--- config.mk ---
export PLATFORM = sky130hd
export DESIGN_NAME = motoro3_drive
export DESIGN_NICKNAME = d
export VERILOG_FILES = /design/src/rtl/motoro3_pkg.sv /design/src/rtl/motoro3_duty_calc.sv /design/src/rtl/motoro3_drive.sv
export SDC_FILE = /design/constraint.sdc
export NUM_CORES = 1
export LEC_CHECK = 0
export ABC_AREA = 1
export CORE_MARGIN = 8
export CORE_UTILIZATION = 35
export CTS_CLUSTER_SIZE = 40
export DETAILED_ROUTE_END_ITERATION = 12
export GPL_ROUTABILITY_DRIVEN = 0
export GPL_TIMING_DRIVEN = 0
export SYNTH_ARGS = -nofsm -noshare
export SYNTH_HDL_FRONTEND = slang
export SYNTH_SLANG_ARGS = --single-unit
--- constraint.sdc ---
create_clock -name clk -period 8.85 [get_ports clk]
set_input_delay 1.77 -clock clk [delete_from_list [all_inputs] [get_ports clk]]
set_output_delay 1.77 -clock clk [all_outputs]
set_load 0.02 [all_outputs]
--- src/rtl/motoro3_pkg.sv ---
// Shared definitions for the 3-phase six-step motor drive.
// Holds the bus widths, the parameter defaults and the commutation table
// ({hi[2:0], lo[2:0]} per step, bit order {C,B,A}).
package motoro3_pkg;

   localparam int unsigned STEP_W          = 3;
   localparam int unsigned NUM_STEPS       = 6;
   localparam int unsigned RELOAD_W        = 25;
   localparam int unsigned LEN_W           = 12;
   localparam int unsigned PWR_W           = 8;
   localparam int unsigned PROD_W          = LEN_W + PWR_W;
   localparam int unsigned RELOAD_MIN      = 2;
   localparam int unsigned PWM_LEN_MIN_DEF = 64;
   localparam int unsigned DEAD_CLKS_DEF   = 16;

   typedef struct packed {
      logic [2:0] hi;
      logic [2:0] lo;
   } comm_t;

   // Step n: high-side phase / low-side phase
   localparam comm_t COMM_S0 = '{hi: 3'b001, lo: 3'b010}; // A / B
   localparam comm_t COMM_S1 = '{hi: 3'b001, lo: 3'b100}; // A / C
   localparam comm_t COMM_S2 = '{hi: 3'b010, lo: 3'b100}; // B / C
   localparam comm_t COMM_S3 = '{hi: 3'b010, lo: 3'b001}; // B / A
   localparam comm_t COMM_S4 = '{hi: 3'b100, lo: 3'b001}; // C / A
   localparam comm_t COMM_S5 = '{hi: 3'b100, lo: 3'b010}; // C / B

   // Unused indices 6/7 map to all-off so a corrupted index can never short a leg
   function automatic comm_t comm_lookup(input logic [STEP_W-1:0] idx);
      comm_t c;
      c = '0;
      case (idx)
         3'd0:    c = COMM_S0;
         3'd1:    c = COMM_S1;
         3'd2:    c = COMM_S2;
         3'd3:    c = COMM_S3;
         3'd4:    c = COMM_S4;
         3'd5:    c = COMM_S5;
         default: c = '0;
      endcase
      return c;
   endfunction

endpackage

--- src/rtl/motoro3_duty_calc.sv ---
// Two-stage duty pipeline: stage 1 registers the effective period and the
// raw duty (len_eff * power) >> 8; stage 2 registers the min-pulse-clamped duty.
// Ports: clk, nRst, len_want/power/min_mask (live config),
//        len_eff_q/duty_q (registered period and clamped duty).
module motoro3_duty_calc
   import motoro3_pkg::*;
#(
   parameter int unsigned PWM_LEN_MIN = PWM_LEN_MIN_DEF
)(
   input  logic             clk,
   input  logic             nRst,
   input  logic [LEN_W-1:0] len_want,
   input  logic [PWR_W-1:0] power,
   input  logic [LEN_W-1:0] min_mask,
   output logic [LEN_W-1:0] len_eff_q,
   output logic [LEN_W-1:0] duty_q
);

   logic [LEN_W-1:0] len_eff_c;
   logic [LEN_W-1:0] raw_c;
   logic [LEN_W-1:0] duty_c;
   logic [LEN_W-1:0] len_s1;
   logic [LEN_W-1:0] raw_s1;
   logic [LEN_W-1:0] mask_s1;

   // Stage 1 combinational: period floor and scaled duty
   always_comb begin
      len_eff_c = (len_want < LEN_W'(PWM_LEN_MIN)) ? LEN_W'(PWM_LEN_MIN) : len_want;
      raw_c     = LEN_W'((PROD_W'(len_eff_c) * PROD_W'(power)) >> PWR_W);
   end

   // Stage 2 combinational: too-short pulses drop to 0, too-short gaps go full on
   always_comb begin
      duty_c = raw_s1;
      if (raw_s1 < mask_s1)
         duty_c = '0;
      else if (len_s1 <= mask_s1)
         duty_c = '0;
      else if (raw_s1 >= len_s1 - mask_s1)
         duty_c = len_s1;
   end

   // Mask travels with its operands so both stages see one consistent config
   always_ff @(posedge clk or negedge nRst) begin
      if (!nRst) begin
         len_s1    <= '0;
         raw_s1    <= '0;
         mask_s1   <= '0;
         len_eff_q <= '0;
         duty_q    <= '0;
      end else begin
         len_s1    <= len_eff_c;
         raw_s1    <= raw_c;
         mask_s1   <= min_mask;
         len_eff_q <= len_s1;
         duty_q    <= duty_c;
      end
   end

endmodule

--- src/rtl/motoro3_drive.sv ---
// Six-step commutation and PWM gate generator for the 3-phase driver.
// Ports: clk, nRst (async active-low), m3_enable (run request),
//        m3r_step_cnt_reload1 / m3r_power_percent / m3r_pwmLenWant / m3r_pwmMinMask (config),
//        m3_step_idx, m3_step_tick, m3_pwm_on, m3_gate_hi, m3_gate_lo (all registered).
module motoro3_drive
   import motoro3_pkg::*;
#(
   parameter int unsigned DEAD_CLKS   = DEAD_CLKS_DEF,
   parameter int unsigned PWM_LEN_MIN = PWM_LEN_MIN_DEF
)(
   input  logic                clk,
   input  logic                nRst,
   input  logic                m3_enable,
   input  logic [RELOAD_W-1:0] m3r_step_cnt_reload1,
   input  logic [PWR_W-1:0]    m3r_power_percent,
   input  logic [LEN_W-1:0]    m3r_pwmLenWant,
   input  logic [LEN_W-1:0]    m3r_pwmMinMask,
   output logic [STEP_W-1:0]   m3_step_idx,
   output logic                m3_step_tick,
   output logic                m3_pwm_on,
   output logic [2:0]          m3_gate_hi,
   output logic [2:0]          m3_gate_lo
);

   localparam int unsigned DEAD_W = $clog2(DEAD_CLKS + 1);

   logic                en_q;
   logic [RELOAD_W-1:0] step_cnt;
   logic [DEAD_W-1:0]   dead_cnt;
   logic [LEN_W-1:0]    pwm_cnt;
   logic [LEN_W-1:0]    len_act;
   logic [LEN_W-1:0]    duty_act;
   logic [LEN_W-1:0]    len_pipe;
   logic [LEN_W-1:0]    duty_pipe;

   logic [RELOAD_W-1:0] reload_eff_c;
   logic                pwm_hit_c;
   logic                gate_ok_c;
   comm_t               comm_c;

   motoro3_duty_calc #(
      .PWM_LEN_MIN (PWM_LEN_MIN)
   ) u_duty (
      .clk       (clk),
      .nRst      (nRst),
      .len_want  (m3r_pwmLenWant),
      .power     (m3r_power_percent),
      .min_mask  (m3r_pwmMinMask),
      .len_eff_q (len_pipe),
      .duty_q    (duty_pipe)
   );

   // Derived terms: step length floor, PWM on-phase, gate permission, table row
   always_comb begin
      reload_eff_c = (m3r_step_cnt_reload1 < RELOAD_W'(RELOAD_MIN)) ?
                     RELOAD_W'(RELOAD_MIN) : m3r_step_cnt_reload1;
      pwm_hit_c    = (pwm_cnt < duty_act);
      gate_ok_c    = m3_enable & en_q & (dead_cnt == '0);
      comm_c       = comm_lookup(m3_step_idx);
   end

   // Enable edge detect; en_q low while enabled marks the counter-load cycle
   always_ff @(posedge clk or negedge nRst) begin
      if (!nRst) en_q <= 1'b0;
      else       en_q <= m3_enable;
   end

   // Step down-counter, commutation index and dead-time counter
   always_ff @(posedge clk or negedge nRst) begin
      if (!nRst) begin
         step_cnt     <= '0;
         dead_cnt     <= '0;
         m3_step_idx  <= '0;
         m3_step_tick <= 1'b0;
      end else begin
         m3_step_tick <= 1'b0;
         if (!m3_enable) begin
            step_cnt <= '0;
            dead_cnt <= '0;
         end else if (!en_q) begin
            step_cnt <= reload_eff_c;
            dead_cnt <= '0;
         end else if (step_cnt == RELOAD_W'(1)) begin
            step_cnt     <= reload_eff_c;
            dead_cnt     <= DEAD_W'(DEAD_CLKS);
            m3_step_tick <= 1'b1;
            m3_step_idx  <= (m3_step_idx == STEP_W'(NUM_STEPS - 1)) ?
                            '0 : m3_step_idx + STEP_W'(1);
         end else begin
            if (step_cnt != '0) step_cnt <= step_cnt - RELOAD_W'(1);
            if (dead_cnt != '0) dead_cnt <= dead_cnt - DEAD_W'(1);
         end
      end
   end

   // Free-running PWM counter; period/duty only change at a wrap or at start
   always_ff @(posedge clk or negedge nRst) begin
      if (!nRst) begin
         pwm_cnt  <= '0;
         len_act  <= '0;
         duty_act <= '0;
      end else if (!m3_enable) begin
         pwm_cnt  <= '0;
         len_act  <= '0;
         duty_act <= '0;
      end else if (!en_q || (pwm_cnt == LEN_W'(len_act - LEN_W'(1)))) begin
         pwm_cnt  <= '0;
         len_act  <= len_pipe;
         duty_act <= duty_pipe;
      end else begin
         pwm_cnt  <= pwm_cnt + LEN_W'(1);
      end
   end

   // Registered gate drive; table rows never share a phase between hi and lo
   always_ff @(posedge clk or negedge nRst) begin
      if (!nRst) begin
         m3_pwm_on  <= 1'b0;
         m3_gate_hi <= '0;
         m3_gate_lo <= '0;
      end else begin
         m3_pwm_on  <= m3_enable & pwm_hit_c;
         m3_gate_hi <= gate_ok_c ? (comm_c.hi & {3{pwm_hit_c}}) : 3'b000;
         m3_gate_lo <= gate_ok_c ? comm_c.lo : 3'b000;
      end
   end

endmodule

==> reports/metrics.cfg, run 1 <==
[place]
dp_hpwl_mm = 19.8
post-place-cells = 1792
io_buffers = 64
pre_cts_ws_ns = 2.03

[synthesis]
ys_top_cells_by_count = nand2_1, inv_1, nor2_1
synth_area_leaders = dfrtp_1, fa_1, ha_1, nand2_1, inv_1
synth_top_family_by_area = simple AND/OR/NAND/NOR gates
ys.warnings.count = 0
yosysTopAreaCellShare = 0.326
async_reset_ff_frac = 1.00
yosys.area.top_type = dfrtp_1
muxShareOfSynthArea = 0.0104
synthCells = 1337
synth_fa_ha_area_frac = 0.220
synth-seq-cells = 138
synthFlopType = dfrtp_1
yosysUniqueCellTypes = 48
synth_fp_nets = 1547
synth-compound-area-share = 0.0766
synth_area_um2 = 10600
synthMostInstantiatedCell = nand2_1
synth-simple-area-share = 0.227
synth_seq_area_share = 0.326
synth_edf_count = 0
synth_area_per_cell_um2 = 7.92
synth_xor_area_frac = 0.0389

[critical_path]
critPathMaxStageDelay_ns = 0.54
worst-path-max-fanout = 8
required_ns = 9.16
reg2reg_depth = 15
crit_start = m3r_pwmLenWant[6]
crit_chain = clkdlybuf4s50_1, nor2_1, nand3_2, nand2_1, inv_1, nor2_1, fa_1, fa_1, fa_1, inv_1, fa_1, inv_1, ha_1, clkbuf_1, nand2_1, nor2_1, nand4_1, o21ai_0, nand2_1, nand3_1, nand2_1
critPathLaunchType = input pin
crit_arrival_ns = 6.68
crit_type = in2reg
endpoint_kind = register
cpMaxStageDelayCell = fa_1
reg2reg_from = u_duty.len_s1[3]$_DFF_PN0_

[clock_tree]
insertion_delay_ns = 0.43
cts_tree = built
post_cts_buffers = 0
ctsResizeCount = 0
clk_pin_slew_worst_paths_ns = 0.06
cts_inserted_buffers = 17
cts_root_buffer = clkbuf_16
cts_max_level = 4
ctsHoldBuffers = 0
clockBufferDepth = 2
cts_sinks = 138

[hold_path]
hold_start = u_duty.len_s1[0]$_DFF_PN0_
holdCritPathClass = reg2reg
min_path_cells = 0

[die]
ios = 71
dieHeight_um = 190
core_area_um2 = 29700
rows = 63
dieArea_um2 = 36100
floorplan.initialDensity = 0.356
fp.dieW_um = 190

[sta]
tns_ns = 0
finalClockSkew_ns = 0.00964
grt_setup_unrepaired = no
worst_slack_ns = 2.48
finalCritPeriodShare = 0.720
finalMaxSlewViolations = 0
min_period_ns = 6.37
timing.fmax_mhz = 157
setup_viol = 0
slew_headroom = 0.673
finalHoldViolations = 0
tightest_slew_ns = 0.486

[grt]
first_global_vias = 8650
grt_usage = 0.142
antenna_found_initial = 1
grt_pass1_wl_mm = 42.1
grt.overflow.total = 0
grt_max_degree = 99

[cells_and_area]
nets = 1631
layout-drive-gt1-share = 0.0572
syn2layout_area_growth_pct = 16.6
fill_cells = 3006
fin_cells = 1825

[routing]
dr_total_vias = 8530
routed_wl_mm = 24.7
vias_per_cell = 4.67
drc_errors = 0
wire_per_inst_um = 13.5
drt_pass1_iterations = 4
dr.first_iter.drc_count = 408
drtAntennaViolNets = 0

[power_and_ir_drop]
p_total_mw = 2.57
power.density_nw_per_um2 = 208
peakVddDrop_v = 0.000127
p_leak_nw = 6.56

[job]
maxCapViolCount = 0

[status]
status = completed

-- final cells by class --
cell class,instances,area [µm²],area share
clock inverters,14,163,0.0132
flip-flops and latches,138,3450,0.280
repair buffers,65,669,0.0542
inverters,242,911,0.0738
plain buffers,29,155,0.0126
clock buffers,18,439,0.0356
diodes,1,2.50,0.000203
multi-input cells,928,6070,0.491
well taps,390,488,0.0395
-- critical path, delay by kind of cell --
kind / cells / cell delay (ns)
AND/OR/NAND/NOR: 10 / 1.29
adder cells (fa/ha/maj): 5 / 2.27
AO/OA/AOI/OAI: 1 / 0.43
buffers and inverters: 5 / 0.92
-- power breakdown --
| group | internal (mW) | leakage (nW) | switching [mW] |
|---|---|---|---|
| sequential | 0.709 | 1.77 | 0.0577 |
| clock | 0.428 | 0.282 | 0.292 |
| combinational | 0.433 | 4.51 | 0.654 |
-- flip-flops by register name (all words and copies together) (netlist names), 5 cells and up --
register          count
u_duty.duty_q        12
duty_act             12
len_act              12
pwm_cnt              12
u_duty.len_eff_q     12
dead_cnt              5
u_duty.len_s1        12
u_duty.raw_s1        12
u_duty.mask_s1       12
step_cnt             25
-- routing by layer --
layer,vias to the layer above,global-route usage,part of all wire
met5,-,0,0
met3,26,0.0234,0.031
met2,132,0.244,0.49
li1,4340,-,-
met4,0,0.0421,0.014
met1,4032,0.182,0.46
-- final timing paths --
check                                                      to  slack (ns)
worst max-delay path               u_duty.raw_s1[8]$_DFF_PN0_        2.48
worst min-delay path            u_duty.len_eff_q[0]$_DFF_PN0_        0.39
worst max register to register     u_duty.duty_q[4]$_DFF_PN0_        5.28
worst min register to register  u_duty.len_eff_q[0]$_DFF_PN0_        0.39
max in group asynchronous             duty_act[8]$_DFFE_PN0P_        6.81
min in group asynchronous             m3_gate_lo[1]$_DFF_PN0_        1.26
-- cell families (layout without fill, tap and decap cells) --
family                     after synthesis  in the layout
AOI/OAI and AO/OA                      144            144
xor gates and xnor gates                47             47
adders and majority gates              150            150
buffers and inverters                  271            368
DFF                                    138            138
muxes                                   11             11
other                                    0              1
and+or+nand+nor                        576            576
-- through the flow --
stage	cell area, µm²	util	hold WS (ns)
3_3_place_gp	11700	0.394	0.383
3_5_place_dp	11700	0.395	0.383
4_1_cts	12300	0.415	0.398
6_report	12300	0.416	0.395
5_1_grt	12300	0.416	0.422
2_1_floorplan	10600	-	0.354
-- cells in the final DEF, fill, tap and decap left out, types with 4 or more instances in the layout --
| cell | count |
|---|---|
| mux2i_1 | 11 |
| buf_6 | 4 |
| ha_1 | 90 |
| nor4_1 | 6 |
| nand4_1 | 11 |
| a21oi_1 | 66 |
| nand3_2 | 4 |
| clkdlybuf4s50_1 | 63 |
| a31oi_1 | 4 |
| fa_1 | 60 |
| buf_2 | 10 |
| clkinv_4 | 4 |
| inv_1 | 236 |
| clkbuf_1 | 11 |
| dfrtp_1 | 138 |
| xnor2_1 | 18 |
| nor2_2 | 8 |
| nand3_1 | 66 |
| o21ai_0 | 41 |
| nor2_1 | 176 |
| a21o_1 | 5 |
| nand2_1 | 278 |
| clkinvlp_4 | 4 |
| nor3_1 | 12 |
| o21ai_1 | 4 |
| xor2_1 | 29 |
| inv_2 | 5 |
| clkbuf_16 | 17 |
No activity file was read; power rests on OpenSTA's default activity.
==> inputs of run 2 (changes only) <==
Clock period 8.85 ns to 6 ns, I/O delays scaled along.
==> run 2 against run 1 <==
Highest routed layer unchanged. Critical path type unchanged. Flip-flop and latch count stayed put. Critical path depth did not move. Largest cell class unchanged. Sequential share of layout area unchanged. Hold slack got worse by 0.0011 ns. First-iteration DRC count is 2.2% higher. Sequential power up 48%.
==> reports/metrics.cfg, run 2 (synthesized netlist as in run 1, its figures left out) <==
[status]
status = completed

[grt]
grt_max_degree = 99
grt_usage = 0.142
antenna_found_initial = 1
first_global_vias = 8650
grt_pass1_wl_mm = 42.1
grt.overflow.total = 0

[power_and_ir_drop]
power.switching_mw = 1.48
power.density_nw_per_um2 = 308
peakVddDrop_v = 0.000187
p_seq_frac = 0.298
p_int_mw = 2.32
clockPowerShare = 0.279
p_leak_nw = 6.57
swShare = 0.390
combinationalPowerShare = 0.423

[routing]
drc_errors = 0
drtAntennaViolNets = 0
vias_per_cell = 4.67
wire_per_inst_um = 13.5
routed_wl_mm = 24.7
drt_pass1_iterations = 4
dr.first_iter.drc_count = 417
dr_total_vias = 8510

[clock_tree]
clk_pin_slew_worst_paths_ns = 0.06
ctsHoldBuffers = 0
ctsResizeCount = 0
insertion_delay_ns = 0.43
cts_inserted_buffers = 17
cts_root_buffer = clkbuf_16
post_cts_buffers = 0
cts_tree = built
cts_max_level = 4
clockBufferDepth = 2
cts_sinks = 138

[sta]
tns_ns = 0
finalMaxSlewViolations = 0
tightest_slew_ns = 0.496
finalCritPeriodShare = 0.930
timing.fmax_mhz = 179
finalClockSkew_ns = 0.00964
slew_headroom = 0.669
min_period_ns = 5.58
setup_viol = 0
finalHoldViolations = 0
grt_setup_unrepaired = no

[die]
dieArea_um2 = 36100
ios = 71
core_area_um2 = 29700
dieHeight_um = 190
fp.dieW_um = 190
floorplan.initialDensity = 0.356
rows = 63

[cells_and_area]
fin_cells = 1824
final_cell_mix = nand2_1, inv_1, nor2_1, dfrtp_1, ha_1
nets = 1630
mostFrequentLayoutCell = nand2_1
layout-drive-gt1-share = 0.0579
syn2layout_area_growth_pct = 16.6
largest_reg_flops = 25
largest-register = step_cnt

[hold_path]
holdCritPathClass = reg2reg

[place]
post-place-cells = 1792
dp_hpwl_mm = 19.8
io_buffers = 64

[critical_path]
crit_type = in2reg
endpoint_kind = register
critPathLaunchType = input pin
worst-path-max-fanout = 8
required_ns = 6.32
crit_arrival_ns = 5.90

[job]
maxCapViolCount = 0

[run 2: cell count changes in the layout (fill, tap and decap cells not counted), sizes merged]
cell	delta
clkbuf	-1
[run 2: routing by layer]
metal / global-route usage / wire, µm / up-vias
li1: - / - / 4340
met1: 0.182 / 11500 / 4015
met2: 0.244 / 12100 / 129
met5: 0 / 0 / -
met3: 0.0234 / 771 / 26
met4: 0.0421 / 355 / 0
[run 2: worst max-delay path, cell delays in order]
cell and delay, ns:
clkdlybuf4s50_1 0.42, nor2_1 0.12, nand3_2 0.17, nand2_1 0.17
inv_1 0.17, nor2_1 0.17, fa_1 0.46, fa_1 0.52
fa_1 0.54, inv_1 0.05, fa_1 0.53, inv_1 0.04
ha_1 0.33, a21oi_1 0.20, inv_1 0.06, a21oi_1 0.22
inv_1 0.07, a211oi_1 0.27, nand2_1 0.09, nand2_1 0.06
nand2_1 0.04
[run 2: final cells by class]
cell class | instances | area (µm²)
buffer | 28 | 151
sequential | 138 | 3450
tap | 390 | 488
multi-input combinational | 928 | 6070
clock buffer | 18 | 439
clock inverter | 14 | 163
inverter | 242 | 911
fill | 3005 | 17400
antenna | 1 | 2.50
timing repair buffer | 65 | 669
[run 2: path summary, 6_finish.rpt]
path / from / to / slack [ns] / cells past startpoint
worst max-delay path: m3r_pwmLenWant[6] / u_duty.raw_s1[11]$_DFF_PN0_ / 0.42 / 21
min in group asynchronous: nRst / m3_gate_lo[1]$_DFF_PN0_ / 0.69 / 1
worst max register to register: u_duty.len_s1[3]$_DFF_PN0_ / u_duty.duty_q[4]$_DFF_PN0_ / 2.43 / 15
worst min-delay path: u_duty.len_s1[0]$_DFF_PN0_ / u_duty.len_eff_q[0]$_DFF_PN0_ / 0.39 / 0
max in group asynchronous: nRst / duty_act[8]$_DFFE_PN0P_ / 4.53 / 2
worst min register to register: u_duty.len_s1[0]$_DFF_PN0_ / u_duty.len_eff_q[0]$_DFF_PN0_ / 0.39 / 0
[run 2: metrics by stage]
step / power, mW / hold slack [ns] / worst slack [ns] / area [µm²] / utilization
floorplan: 2.34 / 0.354 / 0.649 / 10600 / -
global placement: 2.73 / 0.383 / -1.76 / 11700 / 0.394
CTS: 3.84 / 0.398 / 0.205 / 12300 / 0.415
detailed placement: 2.76 / 0.383 / -0.253 / 11700 / 0.395
finish: 3.80 / 0.394 / 0.418 / 12300 / 0.416
global route: 4.15 / 0.422 / 0.000516 / 12300 / 0.416
[run 2: power groups by stage]
stage / clock network (mW) / logic (mW) / registers (mW)
finish: 1.06 / 1.61 / 1.13
global route: 1.13 / 1.87 / 1.14
CTS: 1.09 / 1.62 / 1.13
detailed placement: 0 / 1.61 / 1.15
global placement: 0 / 1.58 / 1.15
floorplan: 0 / 1.22 / 1.12
==> inputs of run 3 (changes only) <==
Settings changed: TNS_END_PERCENT set to 5.
==> results of run 3 <==
No change in the layout: final DEF, timing and power equal those of run 2.
